<file path="src/rtl/mem_read_align.sv">
// mem_read_align: load path of the data-memory interface.
// Takes one load at a time, issues a word-aligned read, then extracts the
// byte/halfword/word, sign- or zero-extends it and hands it to writeback.
// Misaligned loads and illegal funct3 values come back as alignment
// exceptions without any memory access.
// Build option: define MISALIGNED_LOAD_EN to accept misaligned halfword and
// word loads. Loads that straddle a word boundary then take a second read.
module mem_read_align #(
    parameter int TAG_W = 5
) (
    input  logic             clk,
    input  logic             rst,
    input  logic             req_valid,
    output logic             req_ready,
    input  logic [31:0]      req_addr,
    input  logic [2:0]       req_format,
    input  logic [TAG_W-1:0] req_tag,
    output logic             mem_req,
    output logic [31:0]      mem_addr,
    input  logic             mem_gnt,
    input  logic             mem_rvalid,
    input  logic [31:0]      mem_rdata,
    output logic             rsp_valid,
    input  logic             rsp_ready,
    output logic [31:0]      rsp_data,
    output logic [TAG_W-1:0] rsp_tag,
    output logic             rsp_except
);

    typedef enum logic [2:0] {
        IDLE  = 3'd0,
        REQ   = 3'd1,
        WAIT  = 3'd2,
        RESP  = 3'd3
`ifdef MISALIGNED_LOAD_EN
        ,
        REQ2  = 3'd4,
        WAIT2 = 3'd5
`endif
    } state_t;

    state_t            state_q;
    state_t            state_d;
    logic [31:0]       addr_q;
    logic [2:0]        fmt_q;
    logic [TAG_W-1:0]  tag_q;
    logic [31:0]       data_q;
    logic              except_q;
    logic              accept_exc;
    logic [31:0]       word_addr;

    assign word_addr  = {addr_q[31:2], 2'b00};
    assign rsp_data   = data_q;
    assign rsp_tag    = tag_q;
    assign rsp_except = except_q;

    // funct3 values 011, 110 and 111 are not loads in any configuration
    function automatic logic fmt_illegal(input logic [2:0] fmt);
        return (fmt == 3'b011) || (fmt[2:1] == 2'b11);
    endfunction

    // Shift the {hi,lo} byte window down by the byte offset, then extend.
    // Only the low 24 bits of hi can ever reach the result.
    function automatic logic [31:0] align_extend(input logic [23:0] hi,
                                                 input logic [31:0] lo,
                                                 input logic [1:0]  off,
                                                 input logic [2:0]  fmt);
        logic [31:0] s;
        case (off)
            2'd0:    s = lo;
            2'd1:    s = {hi[7:0],  lo[31:8]};
            2'd2:    s = {hi[15:0], lo[31:16]};
            default: s = {hi[23:0], lo[31:24]};
        endcase
        case (fmt[1:0])
            2'b00:   return {{24{~fmt[2] & s[7]}},  s[7:0]};
            2'b01:   return {{16{~fmt[2] & s[15]}}, s[15:0]};
            default: return s;
        endcase
    endfunction

`ifdef MISALIGNED_LOAD_EN
    logic crossing;

    // A load crosses into the next word when its last byte lies past offset 3
    always_comb begin
        crossing = ((fmt_q[1:0] == 2'b01) && (addr_q[1:0] == 2'b11)) ||
                   ((fmt_q[1:0] == 2'b10) && (addr_q[1:0] != 2'b00));
    end
`endif

    // Decide at accept time whether the incoming load must be refused
    always_comb begin
        accept_exc = fmt_illegal(req_format);
`ifndef MISALIGNED_LOAD_EN
        if ((req_format[1:0] == 2'b01) && req_addr[0]) begin
            accept_exc = 1'b1;
        end
        if ((req_format[1:0] == 2'b10) && (req_addr[1:0] != 2'b00)) begin
            accept_exc = 1'b1;
        end
`endif
    end

    // State register; reset aborts any load in flight
    always_ff @(posedge clk or posedge rst) begin
        if (rst) begin
            state_q <= IDLE;
        end else begin
            state_q <= state_d;
        end
    end

    // Next-state and handshake outputs, all derived from the current state
    always_comb begin
        state_d   = state_q;
        req_ready = 1'b0;
        mem_req   = 1'b0;
        mem_addr  = 32'h0;
        rsp_valid = 1'b0;
        case (state_q)
            IDLE: begin
                req_ready = 1'b1;
                if (req_valid) begin
                    state_d = accept_exc ? RESP : REQ;
                end
            end
            REQ: begin
                mem_req  = 1'b1;
                mem_addr = word_addr;
                if (mem_gnt) begin
                    state_d = WAIT;
                end
            end
            WAIT: begin
                if (mem_rvalid) begin
`ifdef MISALIGNED_LOAD_EN
                    state_d = crossing ? REQ2 : RESP;
`else
                    state_d = RESP;
`endif
                end
            end
            RESP: begin
                rsp_valid = 1'b1;
                if (rsp_ready) begin
                    state_d = IDLE;
                end
            end
`ifdef MISALIGNED_LOAD_EN
            REQ2: begin
                mem_req  = 1'b1;
                mem_addr = word_addr + 32'd4;
                if (mem_gnt) begin
                    state_d = WAIT2;
                end
            end
            WAIT2: begin
                if (mem_rvalid) begin
                    state_d = RESP;
                end
            end
`endif
            default: begin
                state_d = IDLE;
            end
        endcase
    end

`ifdef MISALIGNED_LOAD_EN
    logic [31:0] lo_q;

    // Low word of a boundary-crossing load, held while the high word is read
    always_ff @(posedge clk or posedge rst) begin
        if (rst) begin
            lo_q <= 32'h0;
        end else if ((state_q == WAIT) && mem_rvalid && crossing) begin
            lo_q <= mem_rdata;
        end
    end
`endif

    // Request capture at accept and result capture when read data returns
    always_ff @(posedge clk or posedge rst) begin
        if (rst) begin
            addr_q   <= 32'h0;
            fmt_q    <= 3'b000;
            tag_q    <= '0;
            data_q   <= 32'h0;
            except_q <= 1'b0;
        end else begin
            case (state_q)
                IDLE: begin
                    if (req_valid) begin
                        addr_q   <= req_addr;
                        fmt_q    <= req_format;
                        tag_q    <= req_tag;
                        except_q <= accept_exc;
                        data_q   <= 32'h0;
                    end
                end
                WAIT: begin
`ifdef MISALIGNED_LOAD_EN
                    if (mem_rvalid && !crossing) begin
`else
                    if (mem_rvalid) begin
`endif
                        data_q <= align_extend(24'h0, mem_rdata, addr_q[1:0], fmt_q);
                    end
                end
`ifdef MISALIGNED_LOAD_EN
                WAIT2: begin
                    if (mem_rvalid) begin
                        data_q <= align_extend(mem_rdata[23:0], lo_q, addr_q[1:0], fmt_q);
                    end
                end
`endif
                default: begin
                end
            endcase
        end
    end

endmodule

</file>
<file path="config.mk">
export PLATFORM = sky130hd
export DESIGN_NAME = mem_read_align
export DESIGN_NICKNAME = d
export VERILOG_FILES = /design/src/rtl/mem_read_align.sv
export SDC_FILE = /design/constraint.sdc
export NUM_CORES = 1
export LEC_CHECK = 0
export CORE_ASPECT_RATIO = 0.6
export CORE_UTILIZATION = 40
export CTS_BUF_LIST = sky130_fd_sc_hd__clkbuf_8
export DETAILED_ROUTE_END_ITERATION = 10
export PLACE_DENSITY = 0.79
export RECOVER_POWER = 100
export SETUP_SLACK_MARGIN = 0.2
export SYNTH_ARGS = -nofsm -noshare
export SYNTH_HDL_FRONTEND = slang
export SYNTH_SLANG_ARGS = --single-unit
</file>
<file path="constraint.sdc">
create_clock -name clk -period 2.2 [get_ports clk]
set_input_delay 0.33 -clock clk [delete_from_list [all_inputs] [get_ports clk]]
set_output_delay 0.33 -clock clk [all_outputs]
set_load 0.01 [all_outputs]
</file>
# Word level (Yosys, flattened, before mapping)
# Cells that the tools add are included.
[totals]
ff_bits = 76
input_bits = 78
output_inout_bits = 73
[classes]
n_eq_ne = 14
mux = 19
bitwise = 3
reduce_logical = 11
[ops]
columns = ["cell", "n"]
rows = [
  ["$mux W32", 5],
  ["$pmux W32 S2", 2],
  ["$pmux W32 S3", 1],
  ["$mux W3", 4],
  ["$pmux W3 S4", 1],
  ["$eq A3 B2 Y1 const B", 3],
  ["$ne A2 B2 Y1 const B", 4],
  ["$eq A2 B1 Y1 const B", 3],
  ["$eq A2 B2 Y1 const B", 3],
  ["$mux W1", 5],
  ["$logic_not A2 Y1", 2],
  ["$reduce_and A4 Y1", 1],
  ["$reduce_bool A2 Y1", 2],
  ["$eq A3 B1 Y1 const B", 1],
  ["$logic_not A3 Y1", 1],
  ["$reduce_and A3 Y1", 1],
  ["$and A1 B1 Y1", 2],
  ["$logic_and A1 B1 Y1", 2],
  ["$mux W2", 1],
  ["$reduce_and A2 Y1", 1],
  ["$logic_or A1 B1 Y1", 1],
  ["$not A1 Y1", 1],
]

# Logic depth before layout (Yosys ltp)
# Gate-level depths: netlist of the first run.
[logic_depth]
word_depth = 8
mapped_depth = 7
ltp_nobuf = 6

# Worst setup path before layout of the first run
# No wires, ideal clock.
[synth_path]
path_type = "register to register"
from = "register state_q[0]"
to = "register data_q[17], in the netlist rsp_data[17]"
arrival_time_ns = 1.797
required_time_ns = 2.074
slack_ns = 0.277
path_stages_with_launch = 8
synth_period_minus_slack_ns = 1.923
cell_sequence = "dfrtp_1 > inv_1 > ha_1 > nor2b_1 > or2_1 > clkbuf_1 > nor2_1 > a221o_1"
[synth_between]
elab_chain_cells = 3
elab_cells_between_ends = 7
classes_between = "eq/ne: 3; mux: 1; reduce/logical: 3"
[synth_lines]
columns = ["element", "line", "text"]
rows = [
  ["start: declaration", "42", "state_t state_q;"],
  ["start signal: assignment", "110", "state_q <= state_d;"],
  ["$eq A3 B2 Y1 / $logic_not A3 Y1 (equally long branches)", "192", "case (state_q)"],
  ["$ne A2 B2 Y1 (no line) / $reduce_bool A2 Y1 (equally long branches)", "n/a", ""],
  ["$reduce_and A3 Y1 (no line)", "n/a", ""],
  ["end signal: assignment", "208", "data_q <= align_extend(24'h0, mem_rdata, addr_q[1:0], fmt_q);"],
  ["end: declaration", "47", "logic [31:0] data_q;"],
]
# Several ways; a longest one is shown, not always the timed one.
# A chain may end at the register's enable or synchronous reset.

# Final worst setup path of the first run
[layout_path]
from = "register state_q[1]"
to = "output mem_addr[22]"
[layout_between]
elab_chain_cells = 2
[layout_lines]
columns = ["element", "line", "text"]
rows = [
  ["$eq A3 B1 Y1", "121", "case (state_q)"],
  ["$mux W32", "121", ""],
  ["end: declaration", "19", "output logic [31:0] mem_addr,"],
]
# Every way passes these cells.

==> results of run 1 <==
[metal layers]
layer | vias up | track usage | part of all wire
met4 | 0 | 0.04878 | 0.0052
met1 | 1489 | 0.2927 | 0.44
met3 | 6 | 0.1018 | 0.11
met5 | - | 0 | 0
li1 | 1430 | - | -
met2 | 127 | 0.3414 | 0.44
[synth_stat cells, drive strengths merged, types with 2 or more instances]
cell type  instances
a21oi             17
nand3b             6
nor2              11
buf                9
mux2              49
nor4               2
nand2             18
dfrtp             75
mux2i             15
ha                 4
and2              30
clkbuf            14
o2bb2ai            4
or2                2
o21ai             22
inv                6
a221o             16
nor2b              2
[power groups by stage]
| stage | sequential, mW | combinational (mW) | clock [mW] |
|---|---|---|---|
| 5_1_grt | 2.46 | 3.95 | 1.27 |
| 3_3_place_gp | 2.38 | 3.70 | 0 |
| 4_1_cts | 2.39 | 3.84 | 1.21 |
| 2_1_floorplan | 2.45 | 1.98 | 0 |
| 6_report | 2.38 | 3.65 | 1.18 |
| 3_5_place_dp | 2.41 | 3.79 | 0 |
[sequential cells by signal (all words and copies together) (netlist names)]
register / flops
addr_q: 32
rsp_data: 32
state_q: 2
rsp_except: 1
fmt_q: 3
rsp_tag: 5
[logic make-up after synthesis]
logic type	Yosys count
simple gates	74
flops	75
buf+inv	29
other cells	1
compound gates	63
mux	65
fa+ha+maj	4
[per-stage QoR]
step	util	setup TNS [ps]	instances	power (mW)	hold WS, ps
floorplan	-	0	312	4.436	470.6
global placement	0.6118	0	563	6.082	469.6
detailed placement	0.6118	-591.6	563	6.201	472.5
CTS	0.6442	0	583	7.444	455.7
global route	0.6366	0	584	7.685	514.0
finish	0.6366	0	584	7.220	482.0
[cell type report]
type	count	area (µm²)	area share
multi-input cells	208	1648	0.2991
clock inverters	5	76.32	0.01385
repair buffers	167	1590	0.2887
flip-flops and latches	75	1877	0.3407
clock buffers	11	151.4	0.02748
well taps	112	140.1	0.02544
inverters	6	26.28	0.004769
[tightest hold or removal path: stages (launching register included)]
cell and delay (ps):
dfrtp_1 340, nand2_1 50, o21ai_0 60
[worst min-delay path by stage]
stage,from,to,slack (ps)
after floorplan,addr_q[30],addr_q[30],470
after global placement,rsp_data[5],rsp_data[5],470
after detailed placement,rsp_data[4],rsp_data[4],470
after CTS,rst,addr_q[13],460
after global routing,addr_q[14],addr_q[14],510
final,rsp_data[4],rsp_data[4],480
[repair_timing]
item,in CTS,in global routing
pin swaps,2,1
endpoints found under the hold margin,0,0
cloned,1,0
buffers inserted,3,1
resized for setup,44,41
setup endpoints to repair,56,61
==> metrics.yaml, run 1 <==
status:
  outcome: "finished with violations"
  violations: "design-rule violations"
yosys:
  ys_types: 31
  synth_area_um2: 3630
  yosys.area_share.simple: 0.1141
  synth-async-reset-ratio: 1.000
  ys_ff_latch: 75
  synth_top_family_by_area: "multiplexers"
  yosysWarnings: 0
  syn_area_per_cell_um2: 11.67
  synth_top_area_frac: 0.5171
  yosys-top-cells-area: "dfrtp_1 (52%), mux2_2 (15%), and2_1 (5.2%)"
  netlist_instances: 311
  synth_xor_area_frac: 0
  seq_area_frac_synth: 0.5171
  synthAdderAreaFrac: 0.01379
  yosys-mux-area-fraction: 0.1996
  synth.largest_area_cell: "dfrtp_1"
  synth_top_flop_cell: "dfrtp_1"
  synth_edf_count: 0
  synth_compound_area_frac: 0.1179
grt:
  grt_max_degree: 76
  antenna_found_initial: 0
  grt_pass1_wl_um: 15820
  grt_pass1_vias: 2925
  grt_util_all_layers: 0.2230
  grt.overflow.total: 0
clocking:
  clock_latency_ps: 340
  cts_hold_buf: 0
  cts_sinks: 75
  clockBufferDepth: 2
  htree_levels: 3
  clk_pin_slew_ps: 80
  root_buffer: "clkbuf_8"
  cts_tree: "yes"
  numCtsBuffers: 9
final_layout:
  diodes: 0
  syn_to_final_growth_pct: 51.78
  stdcell_area_um2: 5509
  mostFrequentLayoutCells: "clkdlybuf4s50_1 (76), dfrtp_1 (75), mux2_2 (49)"
  fill_cells: 700
  final_nets: 549
  drive_gt1_frac: 0.2246
  final_common_cell: "clkdlybuf4s50_1"
worst_setup_path:
  r2r_setup_slack_ps: 180
  path_class: "flip-flop to output port"
  crit_arrival_ps: 1710
  end_kind: "output port"
  cp.required_ps: 1870
  max_stage_delay_ps: 390
  cp.depth: 5
  reg2reg_to: "rsp_data[22]"
  path_delay_family: "buffers and inverters"
  worstPathCellList: "inv_2 -> ha_4 -> clkbuf_2 -> and2_1 -> dlygate4sd2_1"
  critPathCapture: "mem_addr[22]"
  cp_num_buf_inv: 3
  start_kind: "flip-flop"
  crit-reg2reg-launch: "state_q[0]"
  crit_start: "state_q[1]"
  crit_path_top_delay_cell: "dfrtp_1"
  ff2ff_path_depth: 8
  crit_fanout: 16
drt:
  dr.pass1.iters: 7
  vias_per_cell: 5.226
  via_count: 3052
  wire_per_inst_um: 17.35
  antenna_left: 0
  drt-total-wl_um: 10140
  drt-initial-drc-count: 169
  drcViolationCount: 20
place:
  dpl.hpwl_um: 7402
  placed_area_um2: 5294
  place_congestion: 0.8232
  pre_cts_slack_ps: -57.24
  port_buffers: 148
power:
  clock_power_share: 0.164
  irDropWorstVdd_v: 0.0005259
  pwr-share-comb: 0.506
  p_int_mw: 4.637
  switching_share: 0.3577
  switchingPower_mw: 2.583
  p_leak_nw: 2.469
  power.density_nw_per_um2: 1311
  seqPwrFrac: 0.330
floorplan:
  io_pins: 151
  die_h_um: 75.79
  rows: 26
  start_util: 0.4195
  fp.dieW_um: 125.0
  core_area_um2: 8653
  fp.dieArea_um2: 9472
sta:
  max_slew_margin: 0.3332
  rsz0062_at_grt: "yes"
  slew_violations: 0
  setup_slack_ps: 161.5
  min_period_ps: 2039
  worstMarginPinSlew_ps: 1000
  post-route-period-util: 0.9266
  hold_viol: 0
  max_freq_mhz: 490.5
  skew_ps: 10.62
  setup_viol: 0
job:
  cap_violations: 0
worst_hold_path:
  hold_class: "flip-flop to flip-flop"
  min_delay_path_depth: 2
(Power assumes the default switching activity.)
==> inputs of run 2 (changes only) <==
--- a/config.mk
+++ b/config.mk
@@ -6,10 +6,10 @@
 export NUM_CORES = 1
 export LEC_CHECK = 0
 export CORE_ASPECT_RATIO = 0.6
-export CORE_UTILIZATION = 40
+export CORE_UTILIZATION = 44
 export CTS_BUF_LIST = sky130_fd_sc_hd__clkbuf_8
 export DETAILED_ROUTE_END_ITERATION = 10
-export PLACE_DENSITY = 0.79
+export PLACE_DENSITY = 0.82
 export RECOVER_POWER = 100
 export SETUP_SLACK_MARGIN = 0.2
 export SYNTH_ARGS = -nofsm -noshare
==> constraint.sdc (replaced) <==
create_clock -name clk -period 2.15 [get_ports clk]
set_input_delay 0.3225 -clock clk [delete_from_list [all_inputs] [get_ports clk]]
set_output_delay 0.3225 -clock clk [all_outputs]
set_load 0.05 [all_outputs]
==> run 2 against run 1 <==
Compared with the run above: the run now ends clean; sequential share of layout area down 1.9 points; cell count down 1.4%; combinational power up 66%; non-clock buffer count down 3; register-to-register slack better by 30 ps; critical path depth unchanged; clock skew up 0.78 ps; sequential cell count unchanged; utilization up 9.8 points; cell area up 5.9%; largest power group unchanged; highest routed layer unchanged.
==> metrics.yaml, run 2 (synthesis gave the netlist of run 1 again) <==
floorplan:
  start_util: 0.4569
  core_area_um2: 7945
  fp.dieW_um: 119.3
  io_pins: 151
  fp.dieArea_um2: 8629
  die_h_um: 72.36
  rows: 25
worst_setup_path:
  path_class: "flip-flop to output port"
  worstPathCellList: "inv_1 -> ha_4 -> buf_8 -> and2_0 -> buf_12"
  start_kind: "flip-flop"
  max_stage_delay_ps: 420
  crit_arrival_ps: 1670
  cp.required_ps: 1830
  crit_path_top_delay_cell: "dfrtp_1"
  path_delay_family: "buffers and inverters"
  crit_fanout: 16
  cp_num_buf_inv: 3
  end_kind: "output port"
place:
  place_congestion: 0.8532
  dpl.hpwl_um: 7840
  placed_cells: 556
  port_buffers: 148
  pre_cts_slack_ps: -62.42
sta:
  hold_viol: 0
  setup_slack_ps: 161.8
  setup_viol: 0
  max_freq_mhz: 503.0
  slew_violations: 0
  post-route-period-util: 0.9247
  skew_ps: 11.40
  rsz0062_at_grt: "yes"
  min_period_ps: 1988
  worstMarginPinSlew_ps: 1016
  max_slew_margin: 0.3224
power:
  power.density_nw_per_um2: 1635
  p_leak_nw: 2.587
  irDropWorstVdd_v: 0.001026
final_layout:
  fin_cells: 576
  diodes: 0
  final_common_cell: "clkdlybuf4s50_1"
  mostFrequentLayoutCells: "clkdlybuf4s50_1 (76), dfrtp_1 (75), mux2_2 (49)"
  syn_to_final_growth_pct: 60.77
  final_nets: 546
  drive_gt1_frac: 0.2714
drt:
  wire_per_inst_um: 18.29
  drcViolationCount: 0
  drt-total-wl_um: 10530
  vias_per_cell: 5.339
  via_count: 3075
  drt-initial-drc-count: 197
  antenna_left: 0
  dr.pass1.iters: 4
clocking:
  clk_pin_slew_ps: 70
  clock_latency_ps: 370
  cts_sinks: 75
  clockBufferDepth: 2
  cts_tree: "yes"
  root_buffer: "clkbuf_8"
  htree_levels: 3
  numCtsBuffers: 9
status:
  outcome: "complete, no violations"
worst_hold_path:
  hold_class: "flip-flop to flip-flop"
grt:
  grt_pass1_wl_um: 16660
  antenna_found_initial: 0
  grt.overflow.total: 0
  grt_max_degree: 76
  grt_util_all_layers: 0.2617
  grt_pass1_vias: 3202
job:
  cap_violations: 0
==> run 2: cell types whose count changed in the layout (fill, tap and decap cells not counted), sizes merged <==
| cell | before | now |
|---|---|---|
| inv | 6 | 7 |
| clkinv | 1 | 0 |
| buf | 15 | 45 |
| clkdlybuf4s25 | 16 | 0 |
| dlygate4sd2 | 3 | 1 |
| dlygate4sd3 | 39 | 38 |
| bufinv | 2 | 0 |
| clkbuf | 29 | 16 |
==> run 2: through the flow <==
stage	hold WS, ps	TNS, ps	power (mW)	utilization	instance area (µm²)
after floorplan	467.5	0	6.177	-	3655
after global placement	464.5	0	8.374	0.7038	5592
after detailed placement	479.2	-497.8	8.562	0.7038	5592
after CTS	433.8	0	9.680	0.7346	5837
after global routing	505.0	0	10.03	0.7345	5836
final	486.8	0	9.542	0.7345	5836
==> run 2: worst paths after layout <==
| check | from | to | slack, ps | cells past startpoint |
|---|---|---|---|---|
| max in group asynchronous | rst | state_q[1] | 690 | 3 |
| setup reg to reg | state_q[0] | addr_q[19] | 210 | 5 |
| hold / removal | rsp_data[0] | rsp_data[0] | 490 | 2 |
| hold reg to reg | rsp_data[0] | rsp_data[0] | 490 | 2 |
| setup / recovery | state_q[1] | mem_addr[26] | 160 | 5 |
| min in group asynchronous | rst | addr_q[4] | 810 | 3 |
==> run 2: per-layer routing <==
metal  part of all wire  GRT usage
met1               0.43     0.3379
met2               0.45     0.3986
met3               0.11     0.1164
met4              0.011    0.07736
met5                  0          0
==> run 2: power by group <==
group	leakage [nW]	switching [mW]	total [mW]	internal, mW
sequential	0.943	0.404	2.48	2.07
clock	0.0971	0.503	1.00	0.499
combinational	1.55	3.53	6.06	2.53
==> run 2: tightest hold or removal path: cells and delay by family, from the launching register on <==
| kind | cells | cell delay [ps] |
|---|---|---|
| and+or+nand+nor | 1 | 50 |
| DFF | 1 | 340 |
| AOI/OAI and AO/OA | 1 | 60 |
==> run 2: layout make-up <==
type	instances	area [µm²]
sequential	75	1877
timing repair buffer	164	1929
tap	108	135.1
multi-input combinational	208	1688
fill	542	2110
clock inverter	3	15.01
clock buffer	12	165.2
inverter	6	26.28
==> run 2: repair_timing <==
action	4_1_cts	5_1_grt
hold buffers	0	0
setup endpoints to repair	48	56
resized for setup	6	11
setup buffers	5	0
pin swaps	1	1
